File: src/rtl/mem_lsu.sv
// MEM-stage load/store unit: byte lanes, store replication, load extraction, req/gnt/rvalid bus FSM.
// Optional WAIT-state timeout is enabled by defining LSU_TIMEOUT_EN.
module mem_lsu #(
    parameter int TIMEOUT_CYCLES = 255
) (
    input  logic        clk,
    input  logic        rst_n,
    input  logic        mem_mem_read,
    input  logic        mem_mem_write,
    input  logic [1:0]  mem_mem_size,
    input  logic        mem_mem_unsigned,
    input  logic [31:0] mem_alu_result,
    input  logic [31:0] mem_rs2_data,
    output logic        mem_stall,
    output logic [31:0] load_data,
    output logic        load_valid,
    output logic        access_err,
    output logic        bus_timeout,
    output logic        dbus_req,
    output logic        dbus_we,
    output logic [31:0] dbus_addr,
    output logic [3:0]  dbus_be,
    output logic [31:0] dbus_wdata,
    input  logic        dbus_gnt,
    input  logic        dbus_rvalid,
    input  logic [31:0] dbus_rdata
);

    typedef enum logic [1:0] {
        IDLE = 2'd0,
        REQ  = 2'd1,
        WAIT = 2'd2,
        DONE = 2'd3
    } state_t;

    state_t      state_q;
    state_t      state_d;
    logic [1:0]  size_q;
    logic [1:0]  offset_q;
    logic        unsigned_q;
    logic [31:0] load_data_q;

    logic        access;
    logic        req_err;
    logic        latch_req;
    logic        capture;
    logic        timeout_hit;
    logic [3:0]  be_d;
    logic [31:0] wdata_d;
    logic [31:0] shifted;
    logic [31:0] extracted;

    assign access = mem_mem_read ^ mem_mem_write;

    always_comb begin
        req_err = 1'b0;
        if (mem_mem_read && mem_mem_write) begin
            req_err = 1'b1;
        end else if (access) begin
            case (mem_mem_size)
                2'b01:   req_err = mem_alu_result[0];
                2'b10:   req_err = (mem_alu_result[1:0] != 2'b00);
                2'b11:   req_err = 1'b1;
                default: req_err = 1'b0;
            endcase
        end
    end

    // Lane selection and replication so the addressed byte lanes always carry the store data
    always_comb begin
        be_d    = 4'b1111;
        wdata_d = mem_rs2_data;
        case (mem_mem_size)
            2'b00: begin
                be_d    = 4'b0001 << mem_alu_result[1:0];
                wdata_d = {4{mem_rs2_data[7:0]}};
            end
            2'b01: begin
                be_d    = 4'b0011 << {mem_alu_result[1], 1'b0};
                wdata_d = {2{mem_rs2_data[15:0]}};
            end
            default: begin
                be_d    = 4'b1111;
                wdata_d = mem_rs2_data;
            end
        endcase
    end

    assign shifted = dbus_rdata >> {offset_q, 3'b000};

    always_comb begin
        extracted = shifted;
        case (size_q)
            2'b00:   extracted = {{24{~unsigned_q & shifted[7]}}, shifted[7:0]};
            2'b01:   extracted = {{16{~unsigned_q & shifted[15]}}, shifted[15:0]};
            default: extracted = shifted;
        endcase
    end

`ifdef LSU_TIMEOUT_EN
    localparam logic [15:0] TIMEOUT_LAST = 16'(TIMEOUT_CYCLES - 1);

    logic [15:0] wait_cnt;

    // Counts WAIT cycles; held at zero outside WAIT so every entry starts fresh
    always_ff @(posedge clk or negedge rst_n) begin
        if (!rst_n) begin
            wait_cnt <= 16'd0;
        end else if (state_q != WAIT) begin
            wait_cnt <= 16'd0;
        end else begin
            wait_cnt <= wait_cnt + 16'd1;
        end
    end

    assign timeout_hit = (state_q == WAIT) && !dbus_rvalid && (wait_cnt == TIMEOUT_LAST);
`else
    logic unused_timeout_param;

    assign unused_timeout_param = (TIMEOUT_CYCLES != 0);
    assign timeout_hit          = 1'b0;
`endif

    assign bus_timeout = timeout_hit;
    assign load_data   = load_data_q;

    always_comb begin
        state_d    = state_q;
        mem_stall  = 1'b0;
        dbus_req   = 1'b0;
        access_err = 1'b0;
        load_valid = 1'b0;
        latch_req  = 1'b0;
        capture    = 1'b0;
        case (state_q)
            IDLE: begin
                if (req_err) begin
                    access_err = 1'b1;
                end else if (access) begin
                    latch_req = 1'b1;
                    mem_stall = 1'b1;
                    state_d   = REQ;
                end
            end
            REQ: begin
                dbus_req  = 1'b1;
                mem_stall = 1'b1;
                if (dbus_gnt) begin
                    state_d = dbus_we ? DONE : WAIT;
                end
            end
            WAIT: begin
                mem_stall = 1'b1;
                if (dbus_rvalid) begin
                    capture = 1'b1;
                    state_d = DONE;
                end else if (timeout_hit) begin
                    state_d = DONE;
                end
            end
            DONE: begin
                load_valid = ~dbus_we;
                state_d    = IDLE;
            end
            default: state_d = IDLE;
        endcase
    end

    always_ff @(posedge clk or negedge rst_n) begin
        if (!rst_n) begin
            state_q <= IDLE;
        end else begin
            state_q <= state_d;
        end
    end

    // Request fields are captured once in IDLE and stay frozen for the whole transaction
    always_ff @(posedge clk or negedge rst_n) begin
        if (!rst_n) begin
            dbus_addr  <= 32'd0;
            dbus_be    <= 4'd0;
            dbus_wdata <= 32'd0;
            dbus_we    <= 1'b0;
            size_q     <= 2'd0;
            offset_q   <= 2'd0;
            unsigned_q <= 1'b0;
        end else if (latch_req) begin
            dbus_addr  <= {mem_alu_result[31:2], 2'b00};
            dbus_be    <= be_d;
            dbus_wdata <= wdata_d;
            dbus_we    <= mem_mem_write;
            size_q     <= mem_mem_size;
            offset_q   <= mem_alu_result[1:0];
            unsigned_q <= mem_mem_unsigned;
        end
    end

    always_ff @(posedge clk or negedge rst_n) begin
        if (!rst_n) begin
            load_data_q <= 32'd0;
        end else if (capture) begin
            load_data_q <= extracted;
        end else if (timeout_hit) begin
            load_data_q <= 32'd0;
        end
    end

endmodule
File: config.mk
export PLATFORM = sky130hd
export DESIGN_NAME = mem_lsu
export DESIGN_NICKNAME = d
export VERILOG_FILES = /design/src/rtl/mem_lsu.sv
export SDC_FILE = /design/constraint.sdc
export NUM_CORES = 1
export LEC_CHECK = 0
export CAP_MARGIN = 20
export CORE_MARGIN = 2
export CORE_UTILIZATION = 39
export DETAILED_ROUTE_END_ITERATION = 8
export GPL_TIMING_DRIVEN = 0
export HOLD_SLACK_MARGIN = 0.06
export PLACE_DENSITY = 0.81
export SLEW_MARGIN = 40
export SYNTH_ARGS = -nofsm -noshare
export SYNTH_HDL_FRONTEND = slang
export SYNTH_SLANG_ARGS = --single-unit
File: constraint.sdc
create_clock -name clk -period 2.3 [get_ports clk]
set_clock_uncertainty 0.2 [all_clocks]
set_input_delay 0.575 -clock clk [delete_from_list [all_inputs] [get_ports clk]]
set_output_delay 0.575 -clock clk [all_outputs]
set_load 0.01 [all_outputs]
Word-level counts from Yosys, hierarchy flattened
Cells that the tools add are included.

Flip-flop bits (word level): 106. Bits in latches: 0. RAM bits: 0. Memory bits (read-only): 0. Bits of input ports: 105. Output and inout port bits: 106. Word-level logic and storage cells: 57. Memories kept: 0.

Add/sub/neg operators: 0. $mul: 0. Divide/modulo/power cells: 0. Magnitude comparators: 0. Equality and inequality tests: 11. Shift operators: 3. Muxes and demuxes: 22. Bitwise logic cells: 5. Reductions and logical operators: 7.

Operators by type and width (number): $pmux W32 S2 (2); $shr A32 B5 Y32 (1); $mux W1 (12); $eq A2 B2 Y1 const B (4); $mux W2 (4); $ne A2 B2 Y1 const B (4); $pmux W2 S4 (1); $pmux W4 S2 (1); $eq A2 B1 Y1 const B (3); $logic_not A2 Y1 (3); $reduce_and A4 Y1 (1); $shl A1 B2 Y4 const A (1); $shl A2 B2 Y4 const A (1); $pmux W1 S3 (1); $and A1 B1 Y1 (2); $not A1 Y1 (2); $pmux W1 S2 (1); $reduce_bool A2 Y1 (1); $reduce_or A2 Y1 (1); $logic_and A1 B1 Y1 (1); $xor A1 B1 Y1 (1).

Longest topological paths before layout
Gate-level depths: netlist of the first run.

Depth after elaboration: 6. Mapped depth: 7. Depth with buffers taken out: 6.

Worst setup path before layout of the first run
OpenSTA, ideal clock, no wires.

Path kind: input to output. Start: input port mem_mem_read. End: output port mem_stall. Arrival: 1.740 ns. Slack: -0.215 ns. Stages on the path: 6. Path through: ha_1 -> nor2b_1 -> o211ai_2 -> buf_2 -> buf_1 -> a21oi_1.

Longest elaborated chain between the ends: 5. Elaborated cells on any way between the ends: 7.

RTL lines: start: declaration (line 8) `input logic mem_mem_read,`; $xor A1 B1 Y1 (line 53) `assign access = mem_mem_read ^ mem_mem_write;`; $mux W1 (line 59) `end else if (access) begin`; $mux W1 (line 57) `if (mem_mem_read && mem_mem_write) begin`; $mux W1 (*) (line 137) `if (req_err) begin`; $pmux W1 S2 (*) (line 135) `case (state_q)`; end: declaration (line 14) `output logic mem_stall,`.

Every way passes the cells marked *; elsewhere a longest branch is shown, timed or not.

Worst setup path after layout of the first run
Start: register state_q[0]. End: output port load_valid.

Longest elaborated chain between the ends: 2.

RTL lines: start: declaration (line 36) `state_t state_q;`; start signal: assignment (line 173) `state_q <= state_d;`; $eq A2 B2 Y1 (line 135); $mux W1 (line 135); end: declaration (line 16) `output logic load_valid,`.

No other way between the ends.

==> results.txt, run 1 <==
----------------------------------------------------
[Setup path]
  R2R Path Start ... state_q[1]
  Crit path capture type ... output pin
  Critical R2R Capture ... load_data[21]
  Worst Path Required ... 1520 ps
  Register-to-register setup slack ... 210 ps
  Max FO, Critical Path ... 3
  Crit path launch type ... flop
  Arr. time, crit path ... 1480 ps
  Dominant delay contributor by cell family on the critical path ... flip-flops
  Slowest stage cell on the critical path ... dfrtp_2
  Number of cells on the worst reg-to-reg path ... 7
  Critical Path Source ... state_q[0]
  Buf+Inv Stages, Crit Path ... 2
  Delay of the slowest cell on the worst path ... 440 ps
  Critical path class ... reg2out
  Cell breakdown of the critical path ... buf_4 -> ha_1 -> nor2b_1 -> clkdlybuf4s15_1

[STA]
  Hold Vio Cnt, Final ... 0
  Unrepaired setup endpoints after global routing ... true
  Smallest setup slack after layout ... 42.6 ps
  Setup total negative slack ... 0 ps
  Crit share post-route ... 98.1%
  Rel. slew slack ... 50.3%
  Minimum clock period after layout ... 2260 ps
  F_max ... 0.443 GHz
  Finish-stage setup viols ... 0
  Fin Hold WS ... 265 ps
  Transition time at the pin with the least slew margin ... 745 ps
  Max Transition Viols Final ... 0

[Clock tree]
  # H-tree levels ... 3
  Clk sink count ... 106
  Worst-skew pair later-pin latency ... 350 ps
  Max Root-Sink Buffers ... 2
  CTS tree ... yes
  Clock Pin Slew Worst Setup and Hold Paths ... 60 ps
  Number of clock buffers inserted by TritonCTS ... 9
  CTS root buffer ... clkbuf_16

[Global routing]
  Vias in the first global route ... 4509
  Final global-route overflow total ... 0
  Largest net degree at the start of global routing ... 58
  Overall routing resource usage ... 22.8%
  Antenna violations before repair ... 0
  Global-route wire length before repair ... 23500 um

[Logic synthesis]
  Part of the Yosys area used for sequential elements ... 53.3%
  Yosys warns ... 0
  Instance count of the mapped netlist ... 434
  Dominant cell type by area after synthesis ... dfrtp_1
  Total standard cell area after synthesis ... 4980 um^2
  Number of different library cells in the post-synthesis netlist ... 35
  Synth top cells by count ... dfrtp_1, mux2_2, nand2_1
  Post-Syn Area per Cell ... 11.5 um^2
  Number of synthesized flops with an enable pin ... 0
  Most frequently used cell type in the post-synthesis netlist ... dfrtp_1
  Dominant synthesized flop cell ... dfrtp_1
  Async S/R FF share, synth ... 100%
  Proportion of netlist area held by the largest area contributor ... 53.3%
  Synth Register Bits ... 106
  Top cells by area in the synthesized netlist ... dfrtp_1, mux2_2, mux2i_1

[Cells and area]
  Final standard cell area without fillers ... 7800 um^2
  Final net count ... 779
  Share of cells above drive strength 1 ... 17.9%
  Area growth, synth to finish ... 56.7%
  Number of filler instances in the final layout ... 1092
  Antenna cells ... 0
  Core Util, Final ... 62.3%
  Non-filler cells, final ... 842

[Pwr]
  Static leakage power ... 3.39 nW
  VDD IR-drop max ... 0.725 mV
  Power, Total ... 9.72 mW
  Switching Fraction ... 33.6%
  Psw ... 3.27 mW
  Share of total power in sequential cells ... 33.5%
  Share of total power in combinational logic ... 48.9%
  Ratio of total power to cell area ... 1250 nW/um^2
  Internal power ... 6.45 mW
  Relative contribution of the clock network to total power ... 17.6%

[Worst hold path]
  Hold Startpoint ... mem_mem_write
  Number of stages on the worst hold path ... 2
  Worst Hold End ... dbus_we
  Type of the worst min-delay path ... in2reg

[Floorplan]
  Row count ... 41
  Die area ... 13700 um^2
  Effective utilization at floorplan ... 39.8%
  Overall die height ... 117 um
  Top-level I/O count ... 211
  Core area ... 12500 um^2
  Width of the chip ... 117 um

[Routing]
  Via count ... 4323
  Antenna violation net count after detailed routing ... 0
  Vias per inst ... 5.13
  Final wirelength ... 15500 um
  DRC errors left ... 0
  Number of DRC markers after the initial detailed-route iteration ... 279
  Routed length per instance ... 18.4 um
  Number of optimization iterations in the first detailed-route pass ... 4

[Placed design]
  Routability congestion estimate from global placement ... 0.931
  Placed Cells incl. Taps ... 816
  # port buffers ... 207
  Post-placement worst setup slack ... -1100 ps
  Detailed Place HPWL ... 11500 um
  Post-detailed-placement cell area ... 7340 um^2

[Run status]
  Status ... complete, no violations

[Job]
  Max-cap violations ... 0

----------------------------------------------------
-- layout by cell type, fill, tap and decap left out, types with 5 or more instances in the layout --
master           count
a21oi_1             28
a221o_1             16
buf_2               12
buf_4               20
buf_6                5
clkbuf_1            10
clkbuf_16            9
clkdlybuf4s50_1    196
dfrtp_1            105
ha_1                 5
inv_1                5
mux2_2              48
mux2i_1             42
nand2_1             48
nor2_1              24
o21ai_0             39
o2bb2ai_1            8
-- cells by family after synthesis --
logic type                 Yosys count  synth area share, %
AOI/OAI and AO/OA                  102                 13.2
adders and majority gates            7                 1.76
buffers and inverters               39                 3.95
DFF                                106                 53.3
muxes                               94                 20.4
other                                1               0.0753
and+or+nand+nor                     85                 7.24
-- worst max path at each step --
stage	end	cells past startpoint
floorplan	mem_stall	6
global placement	dbus_addr[22]	1
detailed placement	mem_stall	7
CTS	mem_stall	8
global route	mem_stall	6
finish	load_valid	4
-- power by group through the flow --
stage / logic [mW] / registers (mW) / clock network (mW)
2_1_floorplan: 1.76 / 3.60 / 0
3_3_place_gp: 4.50 / 3.24 / 0
3_5_place_dp: 4.61 / 3.28 / 0
4_1_cts: 4.70 / 3.26 / 1.74
5_1_grt: 5.13 / 3.36 / 1.82
6_report: 4.75 / 3.26 / 1.71
-- sequential cells by signal, indices dropped and copies added (netlist names) --
name	flops
unsigned_q	1
size_q	2
state_q	2
dbus_wdata	32
load_data	32
dbus_we	1
dbus_be	4
offset_q	2
dbus_addr	30
-- worst reg2reg max path, delay by kind of cell (launching register included) --
family | cells | cell delay [ps]
flip-flops | 1 | 420
buffers and inverters | 2 | 310
adder cells (fa/ha/maj) | 1 | 190
AND/OR/NAND/NOR | 2 | 380
AO/OA/AOI/OAI | 2 | 460
-- per-layer routing --
layer	vias to the layer above	track usage (%)	share of wire (%)	wire, um
met2	191	40.0	50	7740
li1	2000	-	-	-
met4	0	9.18	2.6	398
met3	25	6.85	8.3	1290
met1	2107	26.1	39	6050
met5	-	0	0	0
-- timing repair --
item                       CTS  global route
pin swaps                    5             3
hold buffers                 1             0
hold endpoints to repair    49             0
setup endpoints to repair   34            10
setup buffers                8             5
resized for setup           52             4
gates cloned                 0             0
-- cell type report --
cell class	instances	area [um^2]	area share [%]
clock inverters	2	60.1	0.770
repair buffers	222	2190	28.1
multi-input cells	291	2220	28.5
inverters	7	28.8	0.369
well taps	172	215	2.76
flip-flops and latches	106	2650	34.0
plain buffers	30	161	2.07
clock buffers	12	267	3.42
(Power assumes the default switching activity.)
==> inputs of run 2 (changes only) <==
Settings changed: ABC_AREA from default to 1, CORE_UTILIZATION 39 to 40.
==> run 2 against run 1 <==
- design area grew 4.5%
- non-clock buffer count grew 8
- total power grew 4.1%
- fmax grew 0.65%
- first-iteration DRC count grew 32%
- largest power group unchanged
- via count grew 26%
==> results.txt, run 2 <==
----------------------------------------------------
[Run status]
  Status ... complete, no violations

[Logic synthesis]
  Async S/R FF share, synth ... 100% (unchanged)
  Total standard cell area after synthesis ... 5390 um^2 (+8.3%)
  Dominant synthesized flop cell ... dfrtp_1
  Post-Syn Area per Cell ... 7.62 um^2 (-34%)
  Part of the Yosys area used for sequential elements ... 49.2% (-4.1 points)
  Dominant cell type by area after synthesis ... dfrtp_1
  Top cells by area in the synthesized netlist ... dfrtp_1, nand2_1, inv_1
  Most frequently used cell type in the post-synthesis netlist ... nand2_1
  Synth top cells by count ... nand2_1, dfrtp_1, inv_1
  Number of different library cells in the post-synthesis netlist ... 29 (-17%)
  Number of synthesized flops with an enable pin ... 0 (unchanged)
  Proportion of netlist area held by the largest area contributor ... 49.2% (-4.1 points)
  Synth Register Bits ... 106 (unchanged)
  Yosys warns ... 0 (unchanged)
  Instance count of the mapped netlist ... 707 (+63%)

[Floorplan]
  Width of the chip ... 120 um (+2.7%)
  Top-level I/O count ... 211 (unchanged)
  Die area ... 14400 um^2 (+5.4%)
  Row count ... 42 (+2.4%)
  Core area ... 13200 um^2 (+5.4%)
  Effective utilization at floorplan ... 40.9% (+1.1 points)
  Overall die height ... 120 um (+2.7%)

[Routing]
  Antenna violation net count after detailed routing ... 0 (unchanged)
  Vias per inst ... 4.88 (-5.0%)
  Routed length per instance ... 15.3 um (-17%)
  Via count ... 5463 (+26%)
  Number of DRC markers after the initial detailed-route iteration ... 368 (+32%)
  Number of optimization iterations in the first detailed-route pass ... 5 (+1)
  DRC errors left ... 0 (unchanged)
  Final wirelength ... 17200 um (+11%)

[Cells and area]
  Top library cells by usage in the layout, fill and taps aside ... nand2_1, clkdlybuf4s50_1, dfrtp_1
  Most common cell after layout, fill and taps aside ... nand2_1
  Non-filler cells, final ... 1120 (+33%)
  Share of cells above drive strength 1 ... 12.1% (-5.8 points)
  Area growth, synth to finish ... 51.3%
  Final net count ... 1051 (+35%)
  Antenna cells ... 0 (unchanged)
  Core Util, Final ... 61.8% (-0.51 points)

[Setup path]
  Crit path capture type ... output pin
  Slowest stage cell on the critical path ... ha_4
  Crit path launch type ... input pin
  Critical path class ... in2out
  Delay of the slowest cell on the worst path ... 270 ps (-170 ps)
  Max FO, Critical Path ... 3 (unchanged)
  Arr. time, crit path ... 1470 ps (about the same)
  Most frequent cell on the critical path ... nor2_2
  Cell breakdown of the critical path ... buf_4 -> ha_4 -> nand4_4 -> nor2_4 -> nor2_2 -> nor2_2 -> buf_2
  Worst Path Required ... 1520 ps (about the same)

[Clock tree]
  Clock Pin Slew Worst Setup and Hold Paths ... 70 ps (about the same)
  CTS tree ... yes
  Number of clock buffers inserted by TritonCTS ... 9 (unchanged)
  CTS root buffer ... clkbuf_16
  # H-tree levels ... 3 (unchanged)
  Max Root-Sink Buffers ... 2 (unchanged)
  Worst-skew pair later-pin latency ... 360 ps (about the same)
  Clk sink count ... 106 (unchanged)

[Pwr]
  Psw ... 3.87 mW (+18%)
  VDD IR-drop max ... 0.591 mV (-18%)
  Switching Fraction ... 38.2% (+4.6 points)
  Power, Total ... 10.1 mW (+4.1%)
  Static leakage power ... 4.08 nW (+20%)
  Share of total power in combinational logic ... 51.7% (+2.8 points)
  Ratio of total power to cell area ... 1240 nW/um^2 (-0.43%)
  Share of total power in sequential cells ... 32.5% (-1.0 points)
  Internal power ... 6.25 mW (-3.1%)
  Relative contribution of the clock network to total power ... 15.9% (-1.7 points)

[Global routing]
  Vias in the first global route ... 5243 (+16%)
  Overall routing resource usage ... 24.3% (+1.5 points)
  Largest net degree at the start of global routing ... 65 (+12%)
  Global-route wire length before repair ... 27100 um (+15%)
  Final global-route overflow total ... 0 (unchanged)
  Antenna violations before repair ... 1 (+1)

[STA]
  F_max ... 0.446 GHz (+0.65%)
  Max Transition Viols Final ... 0 (unchanged)
  Hold Vio Cnt, Final ... 0 (unchanged)
  Rel. slew slack ... 65.4% (+15 points)
  Fin Hold WS ... 266 ps (+0.891 ps)
  Setup total negative slack ... 0 ps (unchanged)
  Crit share post-route ... 97.5% (-0.63 points)
  Unrepaired setup endpoints after global routing ... true
  Finish-stage setup viols ... 0 (unchanged)
  Minimum clock period after layout ... 2240 ps (-14.6 ps)
  Transition time at the pin with the least slew margin ... 519 ps (-226 ps)

[Placed design]
  # port buffers ... 206 (-0.48%)
  Routability congestion estimate from global placement ... 0.943 (+1.3%)
  Placed Cells incl. Taps ... 1092 (+34%)
  Detailed Place HPWL ... 12900 um (+11%)

[Worst hold path]
  Type of the worst min-delay path ... in2reg

[Job]
  Max-cap violations ... 0 (unchanged)

----------------------------------------------------
run 2: worst max-delay path: cells and delay by family:
family | cells | cell delay (ps)
fa+ha+maj | 1 | 270
simple gates | 4 | 360
buf+inv | 2 | 250
run 2: worst paths after layout:
check                               startpoint  depth (start not counted)  slack (ps)              to
worst max-delay path             mem_mem_write                          7          60       mem_stall
worst min-delay path             mem_mem_write                          3         270         dbus_we
worst max register to register      state_q[1]                          8         140   load_data[27]
worst min register to register  dbus_wdata[28]                          2         270  dbus_wdata[28]
max in group asynchronous                rst_n                          3         750      state_q[1]
min in group asynchronous                rst_n                          2         500   load_data[20]
run 2: cell families (layout without fill, tap and decap cells):
kind of cell | count (synthesis) | after routing | share of synthesized area, %
and+or+nand+nor | 411 | 411 | 32.0
DFF | 106 | 106 | 49.2
buffers and inverters | 96 | 331 | 8.17
AOI/OAI and AO/OA | 86 | 86 | 8.94
adders and majority gates | 7 | 7 | 1.62
other | 1 | 3 | 0.0696
run 2: area by class of cell:
cell class | instances | area [um^2]
multi-input combinational | 507 | 2360
timing repair buffer | 220 | 2170
tap | 176 | 220
fill | 1156 | 5040
sequential | 106 | 2660
inverter | 55 | 211
clock inverter | 7 | 76.3
buffer | 40 | 231
clock buffer | 9 | 225
run 2: stage by stage:
stage	setup WS [ps]	area [um^2]
floorplan	10.9	5400
global placement	-3680	7680
detailed placement	-1120	7720
CTS	-58.6	8120
global route	-24.9	8150
finish	57.2	8150
run 2: layer usage:
layer / GRT usage, % / up-vias / wire, um / share of wire (%)
met4: 9.41 / 0 / 425 / 2.5
met1: 30.0 / 2505 / 7100 / 41
li1: - / 2669 / - / -
met2: 39.2 / 257 / 7880 / 46
met3: 8.32 / 32 / 1760 / 10
met5: 0 / - / 0 / 0
run 2: repair_timing:
| item | 4_1_cts | 5_1_grt |
|---|---|---|
| setup buffers | 8 | 4 |
| hold buffers | 1 | 0 |
| endpoints found under the hold margin | 42 | 0 |
| pin swaps | 6 | 2 |
| gates resized for setup | 45 | 8 |
| setup endpoints to repair | 4 | 11 |
run 2: power by group through the flow:
stage	combinational [mW]	clock, mW	sequential (mW)
after floorplan	2.11	0	3.61
final	5.22	1.61	3.28
after global routing	5.75	1.71	3.39
after detailed placement	5.07	0	3.28
after CTS	5.17	1.63	3.27
after global placement	4.98	0	3.28
==> inputs of run 3 (changes only) <==
Settings changed: ABC_AREA 1 to default, CORE_UTILIZATION 40 to 39.
==> results of run 3 <==
Final layout, timing and power as in run 1 (identical DEF).
